--- src/rtl/cmpf_pipelined.sv ---
// rtl/cmpf_pipelined.sv - elastic IEEE-754 fcmp comparator with a stallable LATENCY-deep result pipeline
// Optional macro CMPF_PIPELINED_DAZ_EN flushes subnormal operands to zero before comparison.
module cmpf_pipelined #(
  parameter int EXP_WIDTH = 8,
  parameter int MAN_WIDTH = 23,
  parameter int PREDICATE = 0,
  parameter int LATENCY   = 1
) (
  input  logic                           clk,
  input  logic                           rst,
  input  logic [EXP_WIDTH+MAN_WIDTH:0]   lhs,
  input  logic                           lhs_valid,
  output logic                           lhs_ready,
  input  logic [EXP_WIDTH+MAN_WIDTH:0]   rhs,
  input  logic                           rhs_valid,
  output logic                           rhs_ready,
  output logic                           result,
  output logic                           result_valid,
  input  logic                           result_ready
);

  localparam int W = 1 + EXP_WIDTH + MAN_WIDTH;

  generate
    if (PREDICATE < 0 || PREDICATE > 13) begin : g_bad_predicate
      $error("cmpf_pipelined: PREDICATE must be 0..13");
    end
    if (LATENCY < 1 || LATENCY > 4) begin : g_bad_latency
      $error("cmpf_pipelined: LATENCY must be 1..4");
    end
    if (EXP_WIDTH < 2 || EXP_WIDTH > 11 || MAN_WIDTH < 2 || MAN_WIDTH > 52) begin : g_bad_width
      $error("cmpf_pipelined: EXP_WIDTH/MAN_WIDTH out of range");
    end
  endgenerate

  logic                 lhs_sign, rhs_sign;
  logic [EXP_WIDTH-1:0] lhs_exp, rhs_exp;
  logic [MAN_WIDTH-1:0] lhs_man, rhs_man;
  logic                 lhs_nan, rhs_nan;
  logic                 lhs_zero, rhs_zero;
  logic                 unordered, both_zero;
  logic                 mag_eq, mag_lt, mag_gt;
  logic                 cmp_eq, cmp_lt, cmp_gt;
  logic                 cmp_bit;

  assign lhs_sign = lhs[W-1];
  assign rhs_sign = rhs[W-1];
  assign lhs_exp  = lhs[W-2:MAN_WIDTH];
  assign rhs_exp  = rhs[W-2:MAN_WIDTH];

  // Mantissas seen by the ordering logic; DAZ builds flush subnormals to a signed zero here.
  always_comb begin
    lhs_man = lhs[MAN_WIDTH-1:0];
    rhs_man = rhs[MAN_WIDTH-1:0];
`ifdef CMPF_PIPELINED_DAZ_EN
    if (lhs_exp == '0) lhs_man = '0;
    if (rhs_exp == '0) rhs_man = '0;
`endif
  end

  assign lhs_nan   = (&lhs_exp) && (|lhs[MAN_WIDTH-1:0]);
  assign rhs_nan   = (&rhs_exp) && (|rhs[MAN_WIDTH-1:0]);
  assign lhs_zero  = (lhs_exp == '0) && (lhs_man == '0);
  assign rhs_zero  = (rhs_exp == '0) && (rhs_man == '0);
  assign unordered = lhs_nan | rhs_nan;
  assign both_zero = lhs_zero & rhs_zero;

  assign mag_eq = {lhs_exp, lhs_man} == {rhs_exp, rhs_man};
  assign mag_lt = {lhs_exp, lhs_man} <  {rhs_exp, rhs_man};
  assign mag_gt = {lhs_exp, lhs_man} >  {rhs_exp, rhs_man};

  // Sign-magnitude ordering: negatives reverse the magnitude compare, +0 and -0 tie.
  always_comb begin
    cmp_eq = both_zero | ((lhs_sign == rhs_sign) & mag_eq);
    cmp_lt = 1'b0;
    cmp_gt = 1'b0;
    if (!both_zero) begin
      if (lhs_sign != rhs_sign) begin
        cmp_lt = lhs_sign;
        cmp_gt = rhs_sign;
      end else if (lhs_sign) begin
        cmp_lt = mag_gt;
        cmp_gt = mag_lt;
      end else begin
        cmp_lt = mag_lt;
        cmp_gt = mag_gt;
      end
    end
  end

  always_comb begin
    cmp_bit = 1'b0;
    case (PREDICATE)
      0:  cmp_bit = !unordered & cmp_eq;
      1:  cmp_bit = !unordered & cmp_gt;
      2:  cmp_bit = !unordered & (cmp_gt | cmp_eq);
      3:  cmp_bit = !unordered & cmp_lt;
      4:  cmp_bit = !unordered & (cmp_lt | cmp_eq);
      5:  cmp_bit = !unordered & !cmp_eq;
      6:  cmp_bit = !unordered;
      7:  cmp_bit = unordered | cmp_eq;
      8:  cmp_bit = unordered | cmp_gt;
      9:  cmp_bit = unordered | cmp_gt | cmp_eq;
      10: cmp_bit = unordered | cmp_lt;
      11: cmp_bit = unordered | cmp_lt | cmp_eq;
      12: cmp_bit = unordered | !cmp_eq;
      13: cmp_bit = unordered;
      default: cmp_bit = 1'b0;
    endcase
  end

  logic [LATENCY-1:0] stage_valid;
  logic [LATENCY-1:0] stage_bit;
  logic               en;
  logic               fire;

  assign en        = !stage_valid[LATENCY-1] | result_ready;
  assign fire      = lhs_valid & rhs_valid & en;
  assign lhs_ready = en & rhs_valid;
  assign rhs_ready = en & lhs_valid;

  // Whole pipe moves in lockstep, so a stall holds bubbles in place rather than squeezing them.
  always_ff @(posedge clk) begin
    if (rst) begin
      stage_valid <= '0;
      stage_bit   <= '0;
    end else if (en) begin
      stage_valid[0] <= fire;
      stage_bit[0]   <= cmp_bit;
      for (int i = 1; i < LATENCY; i++) begin
        stage_valid[i] <= stage_valid[i-1];
        stage_bit[i]   <= stage_bit[i-1];
      end
    end
  end

  assign result       = stage_bit[LATENCY-1];
  assign result_valid = stage_valid[LATENCY-1];

endmodule

--- config.mk ---
export PLATFORM = sky130hd
export DESIGN_NAME = cmpf_pipelined
export DESIGN_NICKNAME = d
export VERILOG_FILES = /design/src/rtl/cmpf_pipelined.sv
export SDC_FILE = /design/constraint.sdc
export NUM_CORES = 1
export LEC_CHECK = 0
export ABC_AREA = 1
export BUFFER_PORTS_ARGS = -buffer_cell sky130_fd_sc_hd__buf_2
export CORE_MARGIN = 3
export CORE_UTILIZATION = 38
export CTS_CLUSTER_DIAMETER = 120
export DETAILED_ROUTE_END_ITERATION = 10
export PLACE_DENSITY = 0.81
export SKIP_LAST_GASP = 1
export SLEW_MARGIN = 0
export SYNTH_ARGS = -nofsm -noshare
export SYNTH_HDL_FRONTEND = slang
export SYNTH_SLANG_ARGS = --single-unit
--- constraint.sdc ---
create_clock -name clk -period 1 [get_ports clk]
set_input_delay 0.15 -clock clk [delete_from_list [all_inputs] [get_ports clk]]
set_output_delay 0.15 -clock clk [all_outputs]
set_load 0.05 [all_outputs]
==> impl_metrics.csv, run 1 <==
group,metric,value,unit
synthesis,netlist_instances,166,
cells_and_area,drive_gt1_share,39.5,%
setup_path,max_stage_delay,0.33,ns
timing,finalClockSkew,0.00402,ns
synthesis,seq_area_frac_synth,4.76,%
cells_and_area,multi_input_area,805,um^2
timing,rsz0062_at_grt,"yes",
timing,setup_slack,-0.0872,ns
grt,grt_antenna_before_repair,0,
cells_and_area,antennaDiodeCount,0,
setup_path,startpoint_type,"flop",
timing,final-hold-violation-count,0,
route,wl_met3,246,um
route,top_layer,"met4",
setup_path,cp.arrival,0.94,ns
grt,first_global_vias,1015,
setup_path,reg2reg_depth,6,
floorplanning,dieWidth,53.0,um
placement,dp.cells,265,
clock_tree,ctsHtreeMaxLevel,1,
setup_path,critical_path_class,"reg -> out",
cells_and_area,area_delta_synth_final,62.1,%
synthesis,synth_top_cell_area_share,25.0,%
clock_tree,clock_latency,0.23,ns
clock_tree,cts_hold_buf,0,
synthesis,ys.warnings.count,0,
route,drtPass1Iterations,4,
synthesis,synth_top_cell_by_area,"nand2_1",
timing,tightest_slew,0.250,ns
synthesis,synth.avg_cell_area,5.07,um^2
clock_tree,clkSinkCount,2,
synthesis,synth-seq-cells,2,
grt,grt_use_total,17.8,%
clock_tree,cts_inserted_buffers,3,
route,vias,1205,
timing,final-max-slew-violation-count,0,
pwr,power,0.000785,W
synthesis,netlist_area,841,um^2
worst_hold_path,min_path_type,"in -> reg",
route,wl_met2,1.20,mm
worst_hold_path,hold_path.startpoint,"rst",
timing,fmax,0.920,GHz
cells_and_area,final_nets,313,
setup_path,critPathMostFrequentCell,"nor2_4",
job,drv_cap,0,
setup_path,crit_path_max_fanout,3,
setup_path,path_cells,"inv_2 > nor2_4 > nor2_4 > buf_6",
floorplanning,ios,73,
cells_and_area,layout.cells.non_filler,270,
floorplanning,die_h,53.0,um
setup_path,end_kind,"primary output",
floorplanning,die_area,2810,um^2
timing,setup_viol,2,
clock_tree,tritoncts,"yes",
outcome,violations,"setup timing",
pwr,vdd_ir_drop_max,0.465,mV
setup_path,crit_required,0.85,ns
outcome,outcome,"finished, violations left",
setup_path,crit_path_top_delay_cell,"dfxtp_4",
clock_tree,worst_setup_hold_path_clk_slew,0.04,ns
timing,slew_headroom,83.5,%
pwr,p_per_area,576,nW/um^2
synthesis,yosys-top-cells-area,"nand2_1 (25%), xnor2_1 (25%), nor2_1 (21%)",
pwr,p_leak,0.740,nW
floorplanning,start_util,41.6,%
timing,fin_crit_sh,109,%
cells_and_area,regArea,43.8,um^2
placement,gp_congestion,0.736,
synthesis,async_reset_ff_share,0,%
clock_tree,clockBufferDepth,2,
route,ant_nets,0,
floorplanning,coreArea,2020,um^2
setup_path,cp-startpoint,"result_valid$_SDFFE_PP0N_",
timing,period_minus_slack,1.09,ns
cells_and_area,nFillCells,194,
synthesis,yosys-top-cells-count,"nand2_1 (56), nor2_1 (47), xnor2_1 (24), inv_1 (19), nand4_1 (7)",
route,drt-initial-drc-count,22,
grt,grt_pass1_wl,3.84,mm
synthesis,synth.most_common_cell,"nand2_1",
synthesis,yosysUniqueCellTypes,14,
clock_tree,cts_root_buffer,"clkbuf_4",
worst_hold_path,whs_path_depth,2,
synthesis,synth-main-ff-cell,"dfxtp_1",
setup_path,timing.rr.start,"result_valid$_SDFFE_PP0N_",
route,routedWlPerCell,9.32,um
grt,gr-total-overflow,0,
synthesis,synth_nets,235,
route,vias_per_cell,4.46,
placement,dp_hpwl,2.22,mm
floorplanning,rows,16,
placement,io_buffers,72,
grt,grt_max_degree,5,
route,met1_length,1.06,mm
route,routed_wl,2.52,mm
synthesis,synth_edf_count,0,
route,drc,0,
-- cell families after synthesis --
kind of cell	after synthesis	synth area share, %
compound gates	2	1.64
xor+xnor	24	25.0
buf+inv	19	8.48
flops	2	4.76
simple gates	119	60.1
-- worst max-delay path, delay by kind of cell (launching register included) --
kind | cells | cell delay (ns)
flip-flops | 1 | 0.33
AND/OR/NAND/NOR | 2 | 0.19
buffers and inverters | 2 | 0.18
-- sequential cells by signal (all words and copies together), names as in the netlist --
name,count
result,1
result_valid,1
-- power by group --
part	internal (W)	leakage, nW	total (W)	switching, W
Sequential	0.0000813	0.0170	0.0000826	0.00000123
Clock	0.000150	0.0150	0.000214	0.0000643
Combinational	0.000244	0.708	0.000489	0.000245
-- layer usage --
| layer | global-route usage (%) | vias up |
|---|---|---|
| li1 | - | 657 |
| met1 | 21.5 | 489 |
| met2 | 32.6 | 57 |
| met5 | 0 | - |
| met4 | 2.55 | 0 |
| met3 | 3.66 | 2 |
-- metrics by stage --
stage	cell area (um^2)	util [%]	hold slack [ns]	setup TNS, ns	worst slack, ns
CTS	1310	64.7	0.0912	-0.232	-0.116
global placement	1260	62.4	0.326	-0.123	-0.123
floorplan	867	-	0.212	0	0.00688
detailed placement	1260	62.4	0.334	-0.125	-0.125
finish	1360	67.4	0.0930	-0.174	-0.0872
global route	1360	67.4	0.109	-0.248	-0.125
-- placed cells by master, fill, tap and decap left out, drive strengths merged, types with 2 or more instances in the layout --
cell type	instances
nand3	4
nand4	7
a21oi	2
buf	72
xnor2	24
clkbuf	5
nand2	56
dfxtp	2
nand3b	2
inv	19
nor2	49
-- area by class of cell --
type                    count  share of cell area [%]
repair buffers             73                    28.1
well taps                  27                    2.48
flip-flops and latches      2                    3.21
inverters                  19                    5.23
clock buffers               4                    1.93
multi-input cells         145                    59.0
-- repair_timing --
item / 4_1_cts / 5_1_grt
setup buffers: 1 / 0
pin swaps: 1 / 6
gates resized for setup: 5 / 12
setup endpoints to repair: 2 / 4
cloned: 0 / 0
-- final timing paths --
kind                                             endpoint  slack (ns)
worst max-delay path                            lhs_ready       -0.09
worst min-delay path            result_valid$_SDFFE_PP0N_        0.09
worst max register to register        result$_SDFFE_PP0N_        0.06
worst min register to register        result$_SDFFE_PP0N_        0.48
No activity file was read; power rests on OpenSTA's default activity.
==> inputs of run 2 (changes only) <==
--- a/config.mk
+++ b/config.mk
@@ -12,6 +12,7 @@
 export CTS_CLUSTER_DIAMETER = 120
 export DETAILED_ROUTE_END_ITERATION = 10
 export PLACE_DENSITY = 0.81
+export SKIP_CTS_REPAIR_TIMING = 1
 export SKIP_LAST_GASP = 1
 export SLEW_MARGIN = 0
 export SYNTH_ARGS = -nofsm -noshare
==> impl_metrics.csv, run 2 (synthesis results as in run 1) <==
group,metric,value,unit
setup_path,critPathMostFrequentCell,"nor2_4",
timing,setup_slack,-0.126,ns
placement,dp_hpwl,2.22,mm
setup_path,cp-startpoint,"result_valid$_SDFFE_PP0N_",
grt,first_global_vias,981,
timing,period_minus_slack,1.13,ns
grt,grt_max_degree,6,
floorplanning,die_area,2810,um^2
setup_path,crit_required,0.85,ns
timing,setup_viol,3,
floorplanning,die_h,53.0,um
clock_tree,clock_latency,0.24,ns
timing,tns,-0.293,ns
clock_tree,ctsHtreeMaxLevel,1,
cells_and_area,final_util,65.3,%
setup_path,cp_top_family,"flip-flops",
floorplanning,start_util,41.6,%
timing,final-hold-violation-count,0,
timing,final-max-slew-violation-count,0,
setup_path,end_kind,"primary output",
clock_tree,tritoncts,"yes",
setup_path,critical_path_class,"reg -> out",
pwr,power,0.000767,W
setup_path,max_stage_delay,0.33,ns
route,ant_nets,0,
setup_path,worst-path-buf-inv,2,
grt,gr-total-overflow,0,
grt,grt_use_total,17.1,%
pwr,p_per_area,580,nW/um^2
job,drv_cap,0,
timing,fin_crit_sh,113,%
pwr,p_leak,0.722,nW
worst_hold_path,min_path_type,"in -> reg",
cells_and_area,nFillCells,212,
cells_and_area,layout_common_cells,"buf_2 (69), nand2_1 (56), nor2_1 (44), xnor2_1 (24), inv_1 (18)",
timing,fmax,0.888,GHz
route,drtPass1Iterations,6,
route,vias,1217,
floorplanning,coreArea,2020,um^2
clock_tree,cts_root_buffer,"clkbuf_4",
timing,tightest_slew,0.250,ns
route,drt-initial-drc-count,12,
timing,slew_headroom,83.5,%
clock_tree,clockBufferDepth,2,
clock_tree,cts_inserted_buffers,3,
route,vias_per_cell,4.49,
placement,dp_slack,-0.125,ns
worst_hold_path,hold_path.startpoint,"rst",
outcome,violations,"setup timing",
grt,grt_antenna_before_repair,0,
setup_path,startpoint_type,"flop",
grt,grt_pass1_wl,3.70,mm
cells_and_area,final_common_cell,"buf_2",
clock_tree,clkSinkCount,2,
placement,io_buffers,72,
setup_path,crit_path_max_fanout,3,
pwr,vdd_ir_drop_max,0.473,mV
cells_and_area,final_nets,314,
clock_tree,worst_setup_hold_path_clk_slew,0.04,ns
timing,rsz0062_at_grt,"yes",
route,drc,0,
setup_path,timing.rr.start,"result_valid$_SDFFE_PP0N_",
cells_and_area,antennaDiodeCount,0,
floorplanning,rows,16,
setup_path,cp.arrival,0.98,ns
cells_and_area,drive_gt1_share,35.7,%
route,routedWlPerCell,9.39,um
outcome,outcome,"finished, violations left",
floorplanning,dieWidth,53.0,um
cells_and_area,area_delta_synth_final,57.1,%
timing,finalClockSkew,0.00404,ns
setup_path,path_cells,"inv_2 > nor2_4 > nor2_4 > buf_8",
route,routed_wl,2.54,mm
placement,gp_congestion,0.736,
setup_path,crit_path_top_delay_cell,"dfxtp_4",
floorplanning,ios,73,
==> run 2: cell count changes in the layout (fill, tap and decap cells not counted), moves of 2 or more <==
cell | previous run | this run
xnor2_1 | 19 | 24
nor2_1 | 41 | 44
xnor2_2 | 5 | 0
nor2_2 | 3 | 1
==> run 2: area by class of cell <==
type,count,area [um^2],share of cell area (%)
Clock buffer,4,26.3,1.99
Timing Repair Buffer,74,394,29.8
Tap cell,27,33.8,2.56
Inverter,19,71.3,5.40
Multi-Input combinational cell,145,752,56.9
Sequential cell,2,43.8,3.31
==> run 2: path summary, 6_finish.rpt <==
path / end / slack [ns] / depth (start not counted)
worst max-delay path: lhs_ready / -0.13 / 4
worst max register to register: result$_SDFFE_PP0N_ / -0.06 / 7
worst min-delay path: result_valid$_SDFFE_PP0N_ / 0.09 / 2
worst min register to register: result$_SDFFE_PP0N_ / 0.48 / 2
==> run 2: metrics by stage <==
step | hold WS (ns) | cells | cell area, um^2
5_1_grt | 0.109 | 271 | 1320
4_1_cts | 0.0912 | 269 | 1290
3_3_place_gp | 0.326 | 265 | 1260
2_1_floorplan | 0.212 | 166 | 867
6_report | 0.0935 | 271 | 1320
3_5_place_dp | 0.334 | 265 | 1260
==> run 2: where the power goes <==
part,leakage (nW),internal (W),switching (W)
Combinational,0.690,0.000233,0.000234
Clock,0.0150,0.000150,0.0000676
Sequential,0.0170,0.0000813,0.00000122
Total,0.722,0.000464,0.000303
==> run 2: metal layers <==
layer | vias to the layer above | share of wire (%) | wire length [um] | GRT usage [%]
li1 | 660 | - | - | -
met1 | 492 | 41 | 1040 | 21.2
met2 | 61 | 48 | 1210 | 30.6
met3 | 4 | 10 | 260 | 3.66
met4 | 0 | 1.0 | 26 | 2.55
met5 | - | 0 | 0 | 0
==> inputs of run 3 (changes only) <==
--- a/config.mk
+++ b/config.mk
@@ -6,12 +6,12 @@
 export NUM_CORES = 1
 export LEC_CHECK = 0
 export ABC_AREA = 1
-export BUFFER_PORTS_ARGS = -buffer_cell sky130_fd_sc_hd__buf_2
 export CORE_MARGIN = 3
-export CORE_UTILIZATION = 38
+export CORE_UTILIZATION = 62
 export CTS_CLUSTER_DIAMETER = 120
 export DETAILED_ROUTE_END_ITERATION = 10
-export PLACE_DENSITY = 0.81
+export DONT_BUFFER_PORTS = 1
+export PLACE_DENSITY = 0.79
 export SKIP_CTS_REPAIR_TIMING = 1
 export SKIP_LAST_GASP = 1
 export SLEW_MARGIN = 0
==> impl_metrics.csv, run 3 (synthesis results as in run 1) <==
group,metric,value,unit
setup_path,crit_required,0.85,ns
cells_and_area,nFillCells,101,
timing,setup_slack,-0.134,ns
clock_tree,clockBufferDepth,2,
route,drc,0,
grt,grt_use_total,29.1,%
cells_and_area,final_nets,244,
placement,dp_hpwl,2.13,mm
setup_path,startpoint_type,"flop",
setup_path,r2r-end,"result$_SDFFE_PP0N_",
cells_and_area,antennaDiodeCount,0,
timing,final-max-slew-violation-count,0,
placement,postPlaceCellArea,900,um^2
cells_and_area,multi_input_area,752,um^2
floorplanning,dieWidth,42.8,um
pwr,clock_power_share,36.8,%
pwr,p_sw_share,35.6,%
floorplanning,die_area,1830,um^2
setup_path,critPathMostFrequentCell,"nor2_4",
setup_path,cp.arrival,0.98,ns
timing,final-hold-violation-count,0,
cells_and_area,final_area,946,um^2
route,drt-initial-drc-count,37,
job,drv_cap,0,
setup_path,crit_path_top_delay_cell,"dfxtp_4",
route,vias_per_cell,5.53,
placement,dp.cells,182,
setup_path,r2r_setup_slack,-0.01,ns
cells_and_area,final_common_cell,"nand2_1",
clock_tree,worst_setup_hold_path_clk_slew,0.03,ns
route,vias,1040,
placement,gp_congestion,0.913,
pwr,p_switching,0.000201,W
pwr,pwr-share-comb,48.3,%
floorplanning,ios,73,
placement,dp_slack,-0.0298,ns
cells_and_area,final_util,79.7,%
cells_and_area,area_delta_synth_final,12.5,%
route,routedWlPerCell,13.6,um
pwr,internal_power,0.000365,W
cells_and_area,layout.cells.non_filler,188,
timing,setup_viol,3,
floorplanning,start_util,70.9,%
outcome,violations,"setup timing",
setup_path,end_kind,"primary output",
setup_path,critical_path_class,"reg -> out",
timing,fmax,0.882,GHz
setup_path,path_cells,"inv_4 > nor2_4 > nor2_4",
floorplanning,rows,12,
timing,rsz0062_at_grt,"yes",
pwr,vdd_ir_drop_max,0.727,mV
clock_tree,clock_latency,0.24,ns
grt,grt_antenna_before_repair,0,
pwr,p_leak,0.441,nW
route,drtPass1Iterations,4,
floorplanning,coreArea,1190,um^2
timing,period_minus_slack,1.13,ns
worst_hold_path,whs_path_depth,2,
clock_tree,clkSinkCount,2,
setup_path,max_stage_delay,0.34,ns
grt,grt_pass1_wl,4.19,mm
grt,grt_max_degree,6,
timing,tightest_slew,0.333,ns
pwr,seq_power_share,14.9,%
setup_path,cp-endpoint,"lhs_ready",
grt,gr-total-overflow,0,
pwr,p_per_area,599,nW/um^2
floorplanning,die_h,42.8,um
setup_path,cp-startpoint,"result_valid$_SDFFE_PP0N_",
setup_path,path_depth,3,
setup_path,worst-path-buf-inv,1,
cells_and_area,layout_common_cells,"nand2_1 (56), nor2_1 (44), xnor2_1 (24), inv_1 (18), nand4_1 (7)",
setup_path,timing.rr.start,"result_valid$_SDFFE_PP0N_",
worst_hold_path,min_path_type,"in -> reg",
cells_and_area,regArea,43.8,um^2
setup_path,crit_path_max_fanout,4,
clock_tree,ctsHtreeMaxLevel,1,
clock_tree,cts_inserted_buffers,3,
setup_path,reg2reg_depth,6,
timing,finalClockSkew,0.00807,ns
timing,fin_crit_sh,113,%
setup_path,cp_top_family,"flip-flops",
route,routed_wl,2.56,mm
cells_and_area,drive_gt1_share,9.20,%
route,ant_nets,0,
outcome,outcome,"finished, violations left",
clock_tree,cts_root_buffer,"clkbuf_4",
grt,first_global_vias,1140,
placement,io_buffers,0,
timing,slew_headroom,77.8,%
pwr,power,0.000567,W
clock_tree,tritoncts,"yes",
[run 3: cell count changes in the layout (fill, tap and decap cells not counted)]
cell,change
buf_2,-69
buf_4,+1
buf_6,-1
buf_8,-1
clkbuf_4,-1
dlygate4sd3_1,+1
inv_2,-1
inv_4,+1
[run 3: worst min path at each step]
stage | from | to
3_5_place_dp | rst | result$_SDFFE_PP0N_
5_1_grt | rhs_valid | result_valid$_SDFFE_PP0N_
4_1_cts | rst | result$_SDFFE_PP0N_
3_3_place_gp | rst | result_valid$_SDFFE_PP0N_
6_report | rhs_valid | result_valid$_SDFFE_PP0N_
2_1_floorplan | rst | result$_SDFFE_PP0N_
[run 3: cell type report]
class,instances,share of cell area [%]
flip-flops and latches,2,4.63
clock buffers,4,2.78
well taps,14,1.85
repair buffers,4,3.44
inverters,19,7.80
multi-input cells,145,79.5
[run 3: metrics by stage]
stage                     hold slack, ns  TNS, ns
final                              0.124   -0.274
after global routing               0.144   -0.412
after CTS                        -0.0209   -0.319
after detailed placement           0.216  -0.0298
after global placement             0.213        0
after floorplan                    0.212        0
[run 3: layer usage]
metal  vias up  wire length, um  track usage [%]
li1        518                -                -
met1       440              835             28.3
met2        74             1350             55.4
met3         8              308             7.20
met4         0               63             14.3
met5         -                0                0
[run 3: power groups by stage]
stage	registers [W]	clock network (W)	logic, W
floorplan	0.0000916	0	0.000224
global placement	0.0000834	0	0.000252
detailed placement	0.0000841	0	0.000263
CTS	0.0000830	0.000208	0.000265
global route	0.0000845	0.000221	0.000310
finish	0.0000842	0.000209	0.000274
[run 3: worst reg2reg max path: stages (launching register included)]
cell,delay (ns)
dfxtp_4,0.35
inv_4,0.04
nor2_4,0.19
buf_4,0.17
nor2_4,0.03
nand2_1,0.07
a21oi_2,0.05
